==> config.mk <==
export PLATFORM = sky130hd
export DESIGN_NAME = ps2_host_tx
export DESIGN_NICKNAME = d
export VERILOG_FILES = /design/src/rtl/ps2_host_tx.sv
export SDC_FILE = /design/constraint.sdc
export NUM_CORES = 1
export LEC_CHECK = 0
export ABC_AREA = 1
export CORE_UTILIZATION = 48
export CTS_CLUSTER_SIZE = 10
export DETAILED_ROUTE_END_ITERATION = 16
export GPL_TIMING_DRIVEN = 1
export PLACE_DENSITY = 0.67
export SYNTH_ARGS = -nofsm -noshare
export SYNTH_HDL_FRONTEND = slang
export SYNTH_SLANG_ARGS = --single-unit
==> constraint.sdc <==
create_clock -name clk -period 1.7 [get_ports clk]
set_input_delay 0.255 -clock clk [delete_from_list [all_inputs] [get_ports clk]]
set_output_delay 0.255 -clock clk [all_outputs]
set_load 0.03 [all_outputs]
==> src/rtl/ps2_host_tx.sv <==
// PS/2 host-to-device transmitter: inhibit, request-to-send, 11-bit frame on device clock, ACK check.
// Optional PS2_TX_GLITCH_FILTER_EN adds an 8-sample stability filter ahead of edge detection.
module ps2_host_tx #(
    parameter int INHIBIT_CYCLES = 5000,
    parameter int TIMEOUT_CYCLES = 1000000
) (
    input  logic       clk,
    input  logic       reset,
    input  logic [7:0] tx_data,
    input  logic       tx_valid,
    output logic       tx_ready,
    input  logic       ps2_clk_in,
    input  logic       ps2_dat_in,
    output logic       ps2_clk_oe,
    output logic       ps2_dat_oe,
    output logic       busy,
    output logic       done,
    output logic       err,
    output logic [1:0] err_code
);
    localparam int MAXC = (INHIBIT_CYCLES > TIMEOUT_CYCLES) ? INHIBIT_CYCLES : TIMEOUT_CYCLES;
    localparam int TW   = $clog2(MAXC + 1);

    typedef enum logic [2:0] {IDLE, INHIBIT, REQ, XFER, ACK, WAIT_REL} state_t;

    state_t         state, state_d;
    logic [9:0]     shift, shift_d;
    logic [3:0]     n, n_d;
    logic [TW-1:0]  tmr, tmr_d;
    logic           dat_oe_d, done_d, err_d;
    logic [1:0]     code_d;
    logic           accept;

    logic [1:0] clk_sync, dat_sync;
    logic       clk_f, dat_f, clk_prev, fe;

    always_ff @(posedge clk) begin
        if (reset) begin
            clk_sync <= 2'b11;
            dat_sync <= 2'b11;
        end else begin
            clk_sync <= {clk_sync[0], ps2_clk_in};
            dat_sync <= {dat_sync[0], ps2_dat_in};
        end
    end

`ifdef PS2_TX_GLITCH_FILTER_EN
    // Filtered level follows the synchronised line only after 8 consecutive differing samples.
    logic [2:0] clk_run, dat_run;
    always_ff @(posedge clk) begin
        if (reset) begin
            clk_f   <= 1'b1;
            dat_f   <= 1'b1;
            clk_run <= '0;
            dat_run <= '0;
        end else begin
            if (clk_sync[1] == clk_f) clk_run <= '0;
            else if (clk_run == 3'd7) begin
                clk_f   <= clk_sync[1];
                clk_run <= '0;
            end else clk_run <= clk_run + 3'd1;
            if (dat_sync[1] == dat_f) dat_run <= '0;
            else if (dat_run == 3'd7) begin
                dat_f   <= dat_sync[1];
                dat_run <= '0;
            end else dat_run <= dat_run + 3'd1;
        end
    end
`else
    assign clk_f = clk_sync[1];
    assign dat_f = dat_sync[1];
`endif

    always_ff @(posedge clk) begin
        if (reset) clk_prev <= 1'b1;
        else       clk_prev <= clk_f;
    end
    assign fe = clk_prev & ~clk_f;

    assign accept     = tx_valid && tx_ready && (state == IDLE);
    assign ps2_clk_oe = (state == INHIBIT) || (state == REQ);

    always_comb begin
        state_d  = state;
        shift_d  = shift;
        n_d      = n;
        tmr_d    = tmr;
        dat_oe_d = ps2_dat_oe;
        done_d   = 1'b0;
        err_d    = 1'b0;
        code_d   = err_code;
        case (state)
            IDLE: begin
                dat_oe_d = 1'b0;
                if (accept) begin
                    shift_d = {1'b1, ~^tx_data, tx_data};
                    n_d     = '0;
                    tmr_d   = '0;
                    state_d = INHIBIT;
                end
            end
            INHIBIT: begin
                if (tmr == TW'(INHIBIT_CYCLES - 1)) begin
                    state_d  = REQ;
                    dat_oe_d = 1'b1;
                    tmr_d    = '0;
                end else tmr_d = tmr + TW'(1);
            end
            REQ: begin
                state_d = XFER;
                tmr_d   = '0;
            end
            XFER: begin
                if (fe) begin
                    dat_oe_d = ~shift[n];
                    n_d      = n + 4'd1;
                    tmr_d    = '0;
                    if (n == 4'd9) state_d = ACK;
                end else if (tmr == TW'(TIMEOUT_CYCLES - 1)) begin
                    dat_oe_d = 1'b0;
                    err_d    = 1'b1;
                    code_d   = 2'b01;
                    state_d  = IDLE;
                end else tmr_d = tmr + TW'(1);
            end
            ACK: begin
                if (fe) begin
                    tmr_d = '0;
                    if (!dat_f) state_d = WAIT_REL;
                    else begin
                        err_d   = 1'b1;
                        code_d  = 2'b10;
                        state_d = IDLE;
                    end
                end else if (tmr == TW'(TIMEOUT_CYCLES - 1)) begin
                    dat_oe_d = 1'b0;
                    err_d    = 1'b1;
                    code_d   = 2'b01;
                    state_d  = IDLE;
                end else tmr_d = tmr + TW'(1);
            end
            WAIT_REL: begin
                if (clk_f && dat_f) begin
                    done_d  = 1'b1;
                    state_d = IDLE;
                end else if (fe) tmr_d = '0;
                else if (tmr == TW'(TIMEOUT_CYCLES - 1)) begin
                    dat_oe_d = 1'b0;
                    err_d    = 1'b1;
                    code_d   = 2'b01;
                    state_d  = IDLE;
                end else tmr_d = tmr + TW'(1);
            end
            default: begin
                dat_oe_d = 1'b0;
                state_d  = IDLE;
            end
        endcase
    end

    always_ff @(posedge clk) begin
        if (reset) begin
            state      <= IDLE;
            shift      <= '0;
            n          <= '0;
            tmr        <= '0;
            ps2_dat_oe <= 1'b0;
            done       <= 1'b0;
            err        <= 1'b0;
            err_code   <= 2'b00;
            busy       <= 1'b0;
            tx_ready   <= 1'b0;
        end else begin
            state      <= state_d;
            shift      <= shift_d;
            n          <= n_d;
            tmr        <= tmr_d;
            ps2_dat_oe <= dat_oe_d;
            done       <= done_d;
            err        <= err_d;
            err_code   <= code_d;
            busy       <= (state_d != IDLE);
            // Ready lags the return to IDLE by one cycle and drops immediately on acceptance.
            tx_ready   <= (state == IDLE) && !accept;
        end
    end
endmodule

==> impl_metrics.json <==
{
  "cts-buffers-inserted": 5,
  "arrival_ns": 1.96,
  "row_count": 26,
  "portBuffers": 20,
  "syn2layout_area_growth_pct": 38.85,
  "worst_clock_skew_ns": 0.006982,
  "setup_slack_ns": -0.01371,
  "cts-root-buf": "clkbuf_8",
  "path_clk_slew_ns": 0.09,
  "yosysMostFrequentCell": "nand2_1",
  "die_x_um": 76.76,
  "drv_cap": 0,
  "whs_path_depth": 1,
  "coreArea_mm2": 0.005238,
  "first_pass_iters": 4,
  "ctsHoldBuffers": 0,
  "worst_pin_slew_ns": 0.4308,
  "cp_max_fo": 4,
  "overflow": 0,
  "max_freq_ghz": 0.5835,
  "min-delay-start": "clk_sync[0]",
  "syn_area_mm2": 0.002683,
  "totalWireLength_um": 7094,
  "drc": 0,
  "p_total_mw": 2.232,
  "regArea_mm2": 0.001006,
  "io_pins": 21,
  "die_y_um": 76.76,
  "p_leak_nw": 1.579,
  "grt_pass1_wl_um": 11500,
  "initial_utilization": 0.5122,
  "grt_pass1_vias": 2691,
  "clock_path_buffers": 2,
  "dp_hpwl_um": 5019,
  "synth_common_cells": "85 x nand2_1, 54 x inv_1, 49 x dfxtp_1, 47 x nor2_1, 29 x nand3_1",
  "cts.sinks": 49,
  "synth-edff-count": 0,
  "violations": "negative setup slack",
  "critPathLaunchType": "flip-flop",
  "critPathCapture": "tmr[13]",
  "syn_nets": 418,
  "htree_levels": 2,
  "viasPerCell": 5.169,
  "clk_latency_ns": 0.30,
  "track_usage": 0.2420,
  "gp_congestion": 0.9147,
  "finalSetupViolCount": 1,
  "syn_inst": 402,
  "drive_above_1_share": 0.2869,
  "dieArea_mm2": 0.005891,
  "ir_worst_vdd_mv": 0.3586,
  "grt_antenna_before_repair": 0,
  "worstReg2RegStart": "tmr[7]",
  "r2r.worst_path.cells": 11,
  "yosysUniqueCellTypes": 32,
  "cp-end-kind": "flip-flop",
  "antennaDiodeCount": 0,
  "multi_input_area_mm2": 0.001643,
  "synthFlopType": "dfxtp_1",
  "finalWorstPathRequiredPeriod_ns": 1.714,
  "hold_violations": 0,
  "startpoint": "tmr[7]",
  "slew_headroom": 0.7125,
  "wire_per_inst_um": 12.87,
  "async_flop_share": 0,
  "dr.first_iter.drc_count": 231,
  "grt_max_degree": 19,
  "power.density_mw_per_mm2": 599.4,
  "critical_path_class": "flip-flop to flip-flop",
  "finalCritPeriodShare": 1.008,
  "postRouteAntennaNets": 0,
  "final_max_slew_viol_count": 0,
  "synth_warnings": 0,
  "ys_seq_area_frac": 0.3657,
  "syn_area_per_cell_um2": 6.673,
  "final_nets": 496,
  "nFillCells": 447,
  "rrSetupSlack_ns": -0.01,
  "place_ws_ns": -0.2140,
  "r2r_end": "tmr[13]",
  "yosys.area.top_type": "dfxtp_1",
  "min_path_type": "flip-flop to flip-flop",
  "tritoncts": "yes",
  "synth-seq-cells": 49,
  "route.vias.total": 2848,
  "synth_area_leaders": "dfxtp_1 37%, nand2_1 12%, inv_1 7.6%",
  "synth_top_area_frac": 0.3657,
  "critical_path_required_ns": 1.94,
  "status": "finished, violations left",
  "rsz0062_at_grt": "true"
}
[metrics by stage]
| stage | util | std cells | hold WS (ns) | setup TNS (ns) | area (um2) |
|---|---|---|---|---|---|
| after global routing | 0.7112 | 551 | 0.4287 | -0.7144 | 3725 |
| after detailed placement | 0.6347 | 537 | 0.3941 | -3.628 | 3324 |
| after CTS | 0.6634 | 547 | 0.4154 | 0 | 3475 |
| after global placement | 0.6347 | 537 | 0.3907 | -2.832 | 3324 |
| after floorplan | - | 402 | 0.3588 | 0 | 2683 |
| final | 0.7112 | 551 | 0.4139 | -0.01371 | 3725 |
[final cells by class]
cell class              count  share of cell area
multi-input cells         286              0.4410
well taps                  70             0.02351
flip-flops and latches     49              0.2701
clock inverters             2            0.002687
inverters                  59             0.06147
clock buffers               6             0.01948
repair buffers             79              0.1817
[repair_timing]
item / CTS / global route
pin swaps: 7 / 35
setup endpoints to repair: 24 / 26
setup buffers: 2 / 5
resized for setup: 16 / 70
[power by group]
| part | internal [mW] | switching [mW] |
|---|---|---|
| logic | 0.162 | 0.196 |
| clock network | 0.286 | 0.384 |
| registers | 1.18 | 0.0230 |
[worst min path at each step]
| stage | to | slack [ns] |
|---|---|---|
| detailed placement | clk_sync[1] | 0.39 |
| global route | dat_sync[1] | 0.43 |
| floorplan | clk_sync[0] | 0.36 |
| finish | clk_sync[1] | 0.41 |
| CTS | clk_sync[1] | 0.42 |
| global placement | dat_sync[1] | 0.39 |
[routing by layer]
layer,share of wire,global-route usage,vias to the layer above
li1,-,-,1461
met1,0.42,0.2853,1315
met2,0.51,0.4214,57
met3,0.037,0.04405,15
met4,0.025,0.1135,0
met5,0,0,-
[registers in the layout, summed over array words and instances, names as in the netlist]
| name | cells |
|---|---|
| state | 3 |
| ps2_dat_oe | 1 |
| clk_sync | 2 |
| dat_sync | 2 |
| busy | 1 |
| err_code | 2 |
| shift | 10 |
| n | 4 |
| done | 1 |
| tx_ready | 1 |
| tmr | 20 |
| clk_prev | 1 |
| err | 1 |
[layout by cell type, fill, tap and decap left out, drive strengths merged]
cell type,synthesis,layout
a211oi,3,3
a21oi,28,28
and3,1,1
buf,5,60
clkbuf,3,6
clkdlybuf4s50,0,18
clkinv,1,3
dfxtp,49,49
dlymetal6s2s,0,1
ha,3,3
inv,58,58
nand2,86,86
nand2b,1,1
nand3,31,31
nand4,14,14
nor2,51,51
nor3,23,23
o2111ai,1,1
o211ai,1,1
o21ai,19,19
o22ai,1,1
o31ai,2,2
or2,6,6
xnor2,7,7
xor2,8,8
[cell families after synthesis]
family          share of synthesized area
simple gates                       0.3633
xor+xnor                          0.04898
compound gates                     0.1101
buf+inv                           0.09794
flops                              0.3657
fa+ha+maj                         0.01399
[worst max-delay path, stage by stage, from the launching register on]
cell and delay (ns):
dfxtp_2 0.34, buf_6 0.12, nor2_4 0.09, nand3_2 0.10, nor3_4 0.23, nand3_2 0.14, nand2_4 0.13, nor2_2 0.06
nor2_4 0.16, buf_6 0.12, nand2_1 0.06, nor2_1 0.09
(Power assumes the default switching activity.)
